[src/rtl/prog_loader.sv]
// Boot-time loader: assembles a little-endian byte stream into 32-bit words for the
// instruction/data BRAM write ports and keeps the core stalled until a GO command.
module prog_loader #(
  parameter int DATA_WIDTH = 32,
  parameter int ADDR_WIDTH = 10,
  parameter int MAX_WORDS  = 256
) (
  input  logic                  clk,
  input  logic                  rst,
  input  logic [7:0]            in_dat,
  input  logic                  in_valid,
  output logic                  in_ready,
  output logic [ADDR_WIDTH-1:0] i_w_addr,
  output logic [DATA_WIDTH-1:0] i_w_dat,
  output logic                  i_w_enb,
  output logic [ADDR_WIDTH-1:0] d_w_addr,
  output logic [DATA_WIDTH-1:0] d_w_dat,
  output logic                  d_w_enb,
  output logic                  cpu_stall,
  output logic                  load_done,
  output logic                  load_err,
  output logic [8:0]            words_loaded
);

  localparam logic [7:0] CMD_INSTR = 8'h49;
  localparam logic [7:0] CMD_DATA  = 8'h44;
  localparam logic [7:0] CMD_GO    = 8'h47;

  typedef enum logic [2:0] {
    IDLE,
    CNT_LO,
    CNT_HI,
    PAYLOAD,
    WRITE,
    RUN,
    ERR
  } state_t;

  state_t      state, next_state;
  logic        accept;
  logic        target_data;
  logic [7:0]  count_lo;
  logic [15:0] count;
  logic [15:0] count_full;
  logic [15:0] index;
  logic [1:0]  byte_cnt;
  logic [23:0] asm_word;
  logic [31:0] full_word;
  logic [ADDR_WIDTH-1:0] word_addr;

  assign accept     = in_valid && in_ready;
  assign count_full = {in_dat, count_lo};
  assign full_word  = {in_dat, asm_word};
  assign word_addr  = ADDR_WIDTH'({index, 2'b00});

  assign cpu_stall = (state != RUN);
  assign load_done = (state == RUN);
  assign load_err  = (state == ERR);

  always_ff @(posedge clk or posedge rst) begin
    if (rst) begin
      state <= IDLE;
    end else begin
      state <= next_state;
    end
  end

  always_comb begin
    next_state = state;
    in_ready   = 1'b1;
    case (state)
      IDLE: begin
        if (accept) begin
          case (in_dat)
            CMD_INSTR, CMD_DATA: next_state = CNT_LO;
            CMD_GO:              next_state = RUN;
            default:             next_state = ERR;
          endcase
        end
      end
      CNT_LO: begin
        if (accept) next_state = CNT_HI;
      end
      CNT_HI: begin
        if (accept) begin
          if (count_full == 16'd0) begin
            next_state = IDLE;
          end else if (count_full > 16'(MAX_WORDS)) begin
            next_state = ERR;
          end else begin
            next_state = PAYLOAD;
          end
        end
      end
      PAYLOAD: begin
        if (accept && byte_cnt == 2'd3) next_state = WRITE;
      end
      WRITE: begin
        in_ready = 1'b0;
        if (index + 16'd1 == count) begin
          next_state = IDLE;
        end else begin
          next_state = PAYLOAD;
        end
      end
      RUN: begin
        in_ready = 1'b0;
      end
      ERR: begin
        next_state = ERR;
      end
      default: begin
        next_state = ERR;
      end
    endcase
  end

  // Write port registers load on the last payload byte so the enable pulse
  // coincides with the single WRITE cycle; addr/dat hold between pulses.
  always_ff @(posedge clk or posedge rst) begin
    if (rst) begin
      target_data  <= 1'b0;
      count_lo     <= '0;
      count        <= '0;
      index        <= '0;
      byte_cnt     <= '0;
      asm_word     <= '0;
      words_loaded <= '0;
      i_w_addr     <= '0;
      i_w_dat      <= '0;
      i_w_enb      <= 1'b0;
      d_w_addr     <= '0;
      d_w_dat      <= '0;
      d_w_enb      <= 1'b0;
    end else begin
      i_w_enb <= 1'b0;
      d_w_enb <= 1'b0;
      case (state)
        IDLE: begin
          if (accept && (in_dat == CMD_INSTR || in_dat == CMD_DATA)) begin
            target_data  <= (in_dat == CMD_DATA);
            words_loaded <= '0;
            index        <= '0;
          end
        end
        CNT_LO: begin
          if (accept) count_lo <= in_dat;
        end
        CNT_HI: begin
          if (accept) begin
            count    <= count_full;
            byte_cnt <= '0;
          end
        end
        PAYLOAD: begin
          if (accept) begin
            byte_cnt <= byte_cnt + 2'd1;
            if (byte_cnt == 2'd3) begin
              if (target_data) begin
                d_w_enb  <= 1'b1;
                d_w_addr <= word_addr;
                d_w_dat  <= DATA_WIDTH'(full_word);
              end else begin
                i_w_enb  <= 1'b1;
                i_w_addr <= word_addr;
                i_w_dat  <= DATA_WIDTH'(full_word);
              end
            end else begin
              asm_word[{byte_cnt, 3'b000} +: 8] <= in_dat;
            end
          end
        end
        WRITE: begin
          index        <= index + 16'd1;
          words_loaded <= words_loaded + 9'd1;
        end
        default: begin
        end
      endcase
    end
  end

endmodule

[config.mk]
export PLATFORM = sky130hd
export DESIGN_NAME = prog_loader
export DESIGN_NICKNAME = d
export VERILOG_FILES = /design/src/rtl/prog_loader.sv
export SDC_FILE = /design/constraint.sdc
export NUM_CORES = 1
export LEC_CHECK = 0
export CAP_MARGIN = 20
export CORE_MARGIN = 3
export CORE_UTILIZATION = 54
export DETAILED_ROUTE_END_ITERATION = 10
export GPL_ROUTABILITY_DRIVEN = 0
export PLACE_DENSITY = 0.83
export SYNTH_ARGS = -nofsm -noshare
export SYNTH_HDL_FRONTEND = slang
export SYNTH_SLANG_ARGS = --single-unit
export TNS_END_PERCENT = 1
[constraint.sdc]
create_clock -name clk -period 7.9 [get_ports clk]
set_input_delay 2.37 -clock clk [delete_from_list [all_inputs] [get_ports clk]]
set_output_delay 2.37 -clock clk [all_outputs]
set_load 0.005 [all_outputs]
* Word level (Yosys, flattened, before mapping)
Cells that the tools add are included.
** Word-level totals
- Register bits after elaboration :: 161
- Bits in latches :: 0
- Memory bits (writable) :: 0
- Bits in read-only memories :: 0
- Output and inout bits :: 99
- Logic and storage cells :: 87
- Memories kept :: 0
** Operators by class
- Add/sub/neg operators :: 4
- Multiply operators :: 0
- Divide/modulo/power cells :: 0
- Magnitude comparators :: 1
- Equality and inequality tests :: 18
- Shift-type cells :: 2
- Multiplexer cells :: 26
- Bitwise gates (word level) :: 3
- Reduce and logical (&&, ||, !) cells :: 19
** Operator list (number)
- case mux 16 bit (2 select lines) :: 1
- bitwise mux 24 bit :: 1
- == test 8 x 7 -> 1 bit (second input constant) :: 3
- variable shift 8 x 7 -> 24 bit (first input constant) :: 1
- variable part select 8 x 7 -> 24 bit :: 1
- two-way mux 3 bit :: 6
- case mux 3 bit (6 select lines) :: 1
- case mux 9 bit (2 select lines) :: 1
- adder 16 x 1 -> 16 bit (second input constant) :: 1
- == test 16 bit :: 1
- > comparator 16 x 9 -> 1 bit (second input constant) :: 1
- zero test 16 bit :: 1
- two-way mux 16 bit :: 1
- != test 2 bit (second input constant) :: 6
- adder 9 x 1 -> 9 bit (second input constant) :: 1
- == test 3 bit (second input constant) :: 3
- two-way mux 1 bit :: 9
- two-way mux 9 bit :: 1
- AND reduction 2 bit :: 4
- AND reduction 4 bit :: 2
- negator 5 -> 7 bit :: 1
- == test 3 x 2 -> 1 bit (second input constant) :: 2
- two-way mux 2 bit :: 3
- case mux 3 bit (2 select lines) :: 1
- other kinds (13) :: 20

* Logic depth before layout (Yosys ltp)
Gate-level depths: netlist (run 1).
- Depth after elaboration :: 7
- Gate-level depth with buffers :: 9
- Mapped depth without buffers :: 7

* Worst setup path before layout (run 1)
OpenSTA, ideal clock, no wires.
- Kind :: input -> register
- From :: in in_dat[5]
- To :: reg index[15]
- Setup time :: 132 ps
- Data arrival time :: 3836 ps
- Path slack :: 3933 ps
- Stages on the path :: 8
- Cells stage by stage :: clkbuf_2 > or4b_4 > a211o_1 > nor2b_2 > nor2_2 > buf_6 > o21ai_1 > o31ai_1
** Between the ends
- Cells in the longest elaborated chain, start to end :: 5
- Elaborated cells between the ends (all ways) :: 6
- Those cells by class :: eq/ne: 3; reduce/logical: 3
** Ends and longest elaborated chain
- start: declaration :: RTL line 10 : input logic [7:0] in_dat,
- == test 8 x 7 -> 1 bit :: RTL line 140 : if (accept && (in_dat == CMD_INSTR || in_dat == CMD_DATA)) begin
- logical OR 1 bit (*) :: RTL line 140
- logical AND 1 bit (*) :: RTL line 140
- != test 2 bit (no source line) (*)
- AND reduction 2 bit (no source line) (*)
- end signal: assignment :: RTL line 174 : index <= index + 16'd1;
- end: declaration :: RTL line 45 : logic [15:0] index;
Mark *: on every way between the ends. The rest lies on a longest branch, timed or not.
A chain may end at the register's enable or synchronous reset.

* Worst setup path after layout (run 1)
- From :: in in_valid
- To :: reg i_w_dat[2]
** Between the ends
- Cells in the longest elaborated chain, start to end :: 2
** Ends and longest elaborated chain
- start: declaration :: RTL line 11 : input logic in_valid,
- logical AND 1 bit :: RTL line 51 : assign accept = in_valid && in_ready;
- AND reduction 4 bit (no source line)
- end signal: assignment :: RTL line 166 : i_w_dat <= DATA_WIDTH'(full_word);
- end: declaration :: RTL line 14 : output logic [DATA_WIDTH-1:0] i_w_dat,
Every way passes these cells.

==> results of run 1 <==
==> area by class of cell <==
class	instances	area, um^2	area share (%)
clock buffer	18	439	4.81
inverter	9	38.8	0.425
tap	172	215	2.36
timing repair buffer	111	1140	12.4
clock inverter	13	234	2.56
multi-input combinational	421	3030	33.2
sequential	161	4030	44.1
==> metal layers <==
| layer | share of wire [%] | up-vias | routed length, um | track usage (%) |
|---|---|---|---|---|
| li1 | - | 2404 | - | - |
| met1 | 42 | 2719 | 7190 | 30.0 |
| met2 | 52 | 197 | 8900 | 41.5 |
| met3 | 4.2 | 36 | 716 | 4.84 |
| met4 | 2.1 | 0 | 360 | 8.68 |
| met5 | 0 | - | 0 | 0 |
==> final timing paths <==
path,start,cells past startpoint,endpoint
min reg2reg,words_loaded[8]$_DFFE_PP0P_,1,words_loaded[8]$_DFFE_PP0P_
max,in_valid,8,i_w_dat[2]$_DFFE_PP0P_
min,words_loaded[8]$_DFFE_PP0P_,1,words_loaded[8]$_DFFE_PP0P_
max in group asynchronous,rst,3,words_loaded[6]$_DFFE_PP0P_
max reg2reg,index[0]$_DFFE_PP0P_,7,state[0]$_DFFE_PP0P_
min in group asynchronous,rst,2,i_w_dat[2]$_DFFE_PP0P_
==> worst max-delay path: cells and delay by family <==
| family | cells | cell delay [ps] |
|---|---|---|
| buffers and inverters | 2 | 760 |
| AND/OR/NAND/NOR | 5 | 1360 |
| multiplexers | 1 | 360 |
==> cell families (layout without fill, tap and decap cells) <==
family,Yosys count,in the layout
other,1,4
XOR/XNOR,21,21
flip-flops,161,161
multiplexers,105,105
buffers and inverters,53,151
AO/OA/AOI/OAI,111,111
AND/OR/NAND/NOR,173,173
adder cells (fa/ha/maj),7,7
==> flip-flops by register name, indices dropped and copies added, names as in the netlist <==
register      flops
i_w_dat          32
d_w_addr          8
words_loaded      9
i_w_enb           1
i_w_addr          8
asm_word         24
index            16
d_w_enb           1
count            16
count_lo          8
d_w_dat          32
target_data       1
state             3
byte_cnt          2
==> through the flow <==
| stage | area, um^2 | utilization, % | total power, mW | setup slack, ps |
|---|---|---|---|---|
| 2_1_floorplan | 7320 | - | 0.894 | 1180 |
| 3_3_place_gp | 8390 | 64.9 | 0.911 | 2870 |
| 3_5_place_dp | 8420 | 65.1 | 0.914 | 2730 |
| 4_1_cts | 9090 | 70.3 | 1.84 | 3140 |
| 5_1_grt | 9130 | 70.6 | 1.88 | 3230 |
| 6_report | 9130 | 70.6 | 1.83 | 3340 |
==> placed cells by master (no fill, tap or decap), types with 7 or more instances in the layout <==
master / instances
dfrtp_1: 161
a21oi_1: 7
nand2_1: 80
o21ai_1: 15
clkdlybuf4s50_1: 105
o31ai_1: 8
mux2_2: 104
ha_1: 7
nor2_1: 23
xor2_1: 8
and3_1: 7
o21ai_0: 49
inv_1: 8
nand3_1: 13
clkbuf_16: 17
xnor2_1: 11
==> power by group through the flow <==
stage	sequential [mW]	combinational (mW)	clock, mW
floorplan	0.853	0.0410	0
global placement	0.855	0.0555	0
detailed placement	0.856	0.0576	0
CTS	0.841	0.0586	0.937
global route	0.842	0.0644	0.973
finish	0.841	0.0581	0.930
==> results.txt, run 1 <==
status -> finished, final reports clean
Min Hold Slack -> 495 ps
top cells by instance count after synthesis -> 161 x dfrtp_1, 104 x mux2_2, 80 x nand2_1
setup tns final -> 0 ps
Max Fanout on Critical Path -> 21
clock share of power -> 50.8%
Post-Syn Area -> 0.00731 mm^2
most frequent CP cell -> nand2_1
Synth area leaders -> dfrtp_1 55%, mux2_2 16%, nand2_1 4.1%
Clk Latency, worst-skew pair -> 420 ps
Hold Fails Final Rpt -> 0
Unique masters post-synth -> 57
Pwr per Cell Area -> 200 mW/mm^2
GRT Residual Overflow -> 0
period utilisation layout -> 57.8%
Die ar. -> 0.0150 mm^2
Post-DRT Antenna Nets -> 0
Syn. warnings -> 0
WL per Instance -> 19.0 um
Sw Ratio -> 20.6%
# diodes -> 0
Initial Util -> 56.6%
cell count after placement -> 872
Pins Over Slew Limit -> 0
crit path max-delay cell type -> nor2_4
DR vias -> 5356
simple-gate share of the synthesized area -> 11.6%
r2r setup slk -> 5070 ps
largest net degree at the start of global routing -> 100
most used flip-flop cell after synthesis -> dfrtp_1
area delta synth->final -> 24.8%
mux cell area share after synthesis -> 16.2%
initial antenna violation count -> 0
first-pass GRT wire length -> 27800 um
I/O pin cnt -> 110
DRC -> 0
Syn Area/Cell -> 11.6 um^2
Syn Inst Count -> 632
Cell Chain, Critical Path -> clkdlybuf4s50_1 > nor2b_1 > nand2_1 > nor2_1 > nand2_1 > nor2_4 > buf_16 > mux2_2
DP Wirelength -> 11200 um
Die Y -> 122 um
final setup fails -> 0
Final nets -> 739
CTS tree -> done
Tmin final -> 4560 ps
RSZ-0062 raised after global routing -> false
Clock Tree Root -> clkbuf_16
DRT Pass-1 Iters -> 5
post-route insts no fill -> 905
layout cells sized above 1 -> 21.1%
Port Buffers -> 105
EDFF count, synth -> 0
largest family of logic cells by synthesized area -> multiplexers
vias per inst -> 5.92
Fmax achieved -> 0.219 GHz
top-count cell post-synth -> dfrtp_1
Clock Skews -> 5.63 ps
die width -> 122 um
leakage -> 4.12 nW
Peak VDD IR -> 0.154 mV
number of hold-repair buffers added at the cts stage -> 0
Std-Cell Rows -> 41
top cell type's share of synthesized area -> 55.1%
# fillers -> 920
Clock Path Buffers -> 2
initial DRC count -> 456
CP arrival -> 4870 ps
Synth Register Bits -> 161
Max Cap Viol -> 0
Post-CTS Setup Repair Bufs -> 0
CTS clk-pin slew, worst paths -> 60 ps
Core ar. -> 0.0129 mm^2
final WL -> 17200 um
Critical Path Source Type -> input pin
asr flop ratio synth -> 100%
Resized cells post-CTS -> 0
Hold WC Path Type -> reg2reg
Flop pwr share -> 46.0%
worst-margin pin slew -> 998 ps
CTS Buf Count -> 17
area share of fa/ha/maj cells after synthesis -> 1.20%
Critical Path Max Stage Delay -> 550 ps
CP Data Required Time -> 8210 ps
Critical Path End Type -> flop
Seq/Total Area, Yosys -> 55.1%
H-tree levels -> 4
CTS Sinks -> 161
Int Power -> 1.45 mW
vias in the first global route -> 5432
CP Class -> in2reg
Synth area leader -> dfrtp_1
Max-slew headroom -> 33.3%
Sw Pwr -> 0.376 mW
Post-Synth XOR/XNOR Area -> 2.89%
compound-cell area share of the yosys netlist -> 9.29%
all-layer global routing usage -> 24.0%
combinational share of power -> 3.2%
Note: power is estimated with default switching activity, not from simulation.
==> inputs of run 2 (changes only) <==
Clock period 7.9 ns to 4.6 ns, I/O delays scaled along.
==> run 2 against run 1 <==
  * Combinational power rose by 86%
  * Non-clock buffer count is 7 higher
  * Via count shrank 0.24%
  * Utilization decreased by 0.25 points
  * Flip-flop and latch count is the same
  * Routed wire length is 1.2% higher
  * Setup slack got worse by 2200 ps
  * Sequential power rose by 72%
  * Count of clock-buffer cells in the layout grew 4
  * Sequential share of layout area increased by 0.16 points
  * Global-route usage grew 0.75 points
  * Largest cell class unchanged
==> results.txt, run 2 (synthesis results as in run 1) <==
status -> finished, final reports clean
combinational share of power -> 3.6%
DP Area -> 0.00849 mm^2
Metal-1 WL -> 7100 um
leakage -> 4.12 nW
layout cells sized above 1 -> 21.6%
all-layer global routing usage -> 24.7%
Max-slew headroom -> 29.2%
CP Class -> in2reg
Layout Utilization -> 70.3%
Post-CTS Setup Repair Bufs -> 0
final setup fails -> 0
Clock Path Buffers -> 2
Critical Path End Type -> flop
Clock Skews -> 6.47 ps
vias per inst -> 5.86
number of hold-repair buffers added at the cts stage -> 0
most common cell after layout, fill and taps aside -> dfrtp_1
largest net degree at the start of global routing -> 85
CP Data Required Time -> 4940 ps
CTS tree -> done
period utilisation layout -> 74.3%
area delta synth->final -> 24.4%
# fillers -> 866
RSZ-0062 raised after global routing -> false
Std-Cell Rows -> 41
Sw Pwr -> 0.642 mW
final WL -> 17400 um
initial DRC count -> 430
H-tree levels -> 4
Max Fanout on Critical Path -> 25
DP Wirelength -> 11900 um
Clock Tree Root -> clkbuf_16
Initial Util -> 56.6%
Die ar. -> 0.0150 mm^2
Resized cells post-CTS -> 0
Worst setup startpoint -> in_dat[3]
biggest regs -> d_w_dat: 32 flops, i_w_dat: 32 flops, asm_word: 24 flops
Peak VDD IR -> 0.226 mV
WL per Instance -> 19.0 um
CTS Buf Count -> 17
Pwr per Cell Area -> 330 mW/mm^2
die width -> 122 um
Worst Setup EP -> words_loaded[7]$_DFFE_PP0P_
Max Cap Viol -> 0
Flop pwr share -> 48.1%
setup tns final -> 0 ps
DRC -> 0
r2r worst-path depth -> 7
Reg2Reg Capture Point -> state[0]$_DFFE_PP0P_
Routed met2 length -> 9010 um
clock share of power -> 48.3%
GRT Residual Overflow -> 0
DR vias -> 5343
Sw Ratio -> 21.4%
Fmax achieved -> 0.293 GHz
Post-DRT Antenna Nets -> 0
Pins Over Slew Limit -> 0
CTS clk-pin slew, worst paths -> 60 ps
CTS Sinks -> 161
highest routed layer -> met4
# diodes -> 0
first-pass GRT wire length -> 28700 um
highest-count cells in the layout ignoring fill and taps -> 161 x dfrtp_1, 105 x clkdlybuf4s50_1, 104 x mux2_2
DRT Pass-1 Iters -> 6
I/O pin cnt -> 110
Final nets -> 746
Die Y -> 122 um
Hold WC Path Type -> reg2reg
worst r2r src -> index[0]$_DFFE_PP0P_
vias in the first global route -> 5551
final instance area -> 0.00909 mm^2
initial antenna violation count -> 0
Tmin final -> 3420 ps
CP arrival -> 3760 ps
Critical Path Source Type -> input pin
Clk Latency, worst-skew pair -> 430 ps
Port Buffers -> 105
Int Power -> 2.36 mW
Hold Fails Final Rpt -> 0
r2r setup slk -> 1770 ps
worst-margin pin slew -> 1060 ps
Core ar. -> 0.0129 mm^2
met3 WL -> 925 um
==> run 2: changes by cell type in the layout (fill, tap and decap cells not counted), sizes merged <==
cell,previous run,this run
buf,6,13
bufinv,6,3
clkbuf,18,22
inv,10,9
==> run 2: area by class of cell <==
| class | instances | area [um^2] | share of cell area [%] |
|---|---|---|---|
| Tap cell | 172 | 215 | 2.37 |
| Clock buffer | 22 | 474 | 5.21 |
| Inverter | 9 | 37.5 | 0.413 |
| Timing Repair Buffer | 118 | 1170 | 12.9 |
| Multi-Input combinational cell | 421 | 3030 | 33.4 |
| Sequential cell | 161 | 4030 | 44.3 |
| Clock inverter | 9 | 130 | 1.43 |
==> run 2: how the worst min path moves through the flow <==
stage	start	end	slack [ps]	depth (start not counted)
after floorplan	asm_word[0]$_DFFE_PP0P_	asm_word[0]$_DFFE_PP0P_	460	2
final	words_loaded[8]$_DFFE_PP0P_	words_loaded[8]$_DFFE_PP0P_	480	1
after global placement	words_loaded[8]$_DFFE_PP0P_	words_loaded[8]$_DFFE_PP0P_	480	1
after global routing	index[15]$_DFFE_PP0P_	index[15]$_DFFE_PP0P_	510	1
after detailed placement	words_loaded[8]$_DFFE_PP0P_	words_loaded[8]$_DFFE_PP0P_	480	1
after CTS	words_loaded[8]$_DFFE_PP0P_	words_loaded[8]$_DFFE_PP0P_	490	1
==> run 2: stage by stage <==
stage          hold WS [ps]  std cells  setup WS, ps  power (mW)
4_1_cts                 490        912          1190        3.01
2_1_floorplan           462        635          1180        1.54
6_report                483        912          1180        3.00
3_3_place_gp            479        881           884        1.57
5_1_grt                 515        912          1020        3.09
3_5_place_dp            482        881           794        1.58
==> run 2: critical path, stage by stage <==
cell and delay [ps]:
clkdlybuf4s50_1 800, or3b_2 230, a211o_1 150, nor2b_2 60
nor2_2 790, o21ai_0 210, o21ai_0 130
==> run 2: power by group through the flow <==
stage	logic (mW)	registers (mW)	clock network, mW
after floorplan	0.0707	1.47	0
after global placement	0.102	1.47	0
after detailed placement	0.107	1.47	0
after CTS	0.108	1.45	1.46
after global routing	0.119	1.45	1.52
final	0.108	1.45	1.45
==> run 2: per-layer routing <==
layer	vias to the layer above	GRT usage [%]
met3	32	5.16
met4	0	8.75
met1	2712	31.3
li1	2406	-
met5	-	0
met2	193	42.3
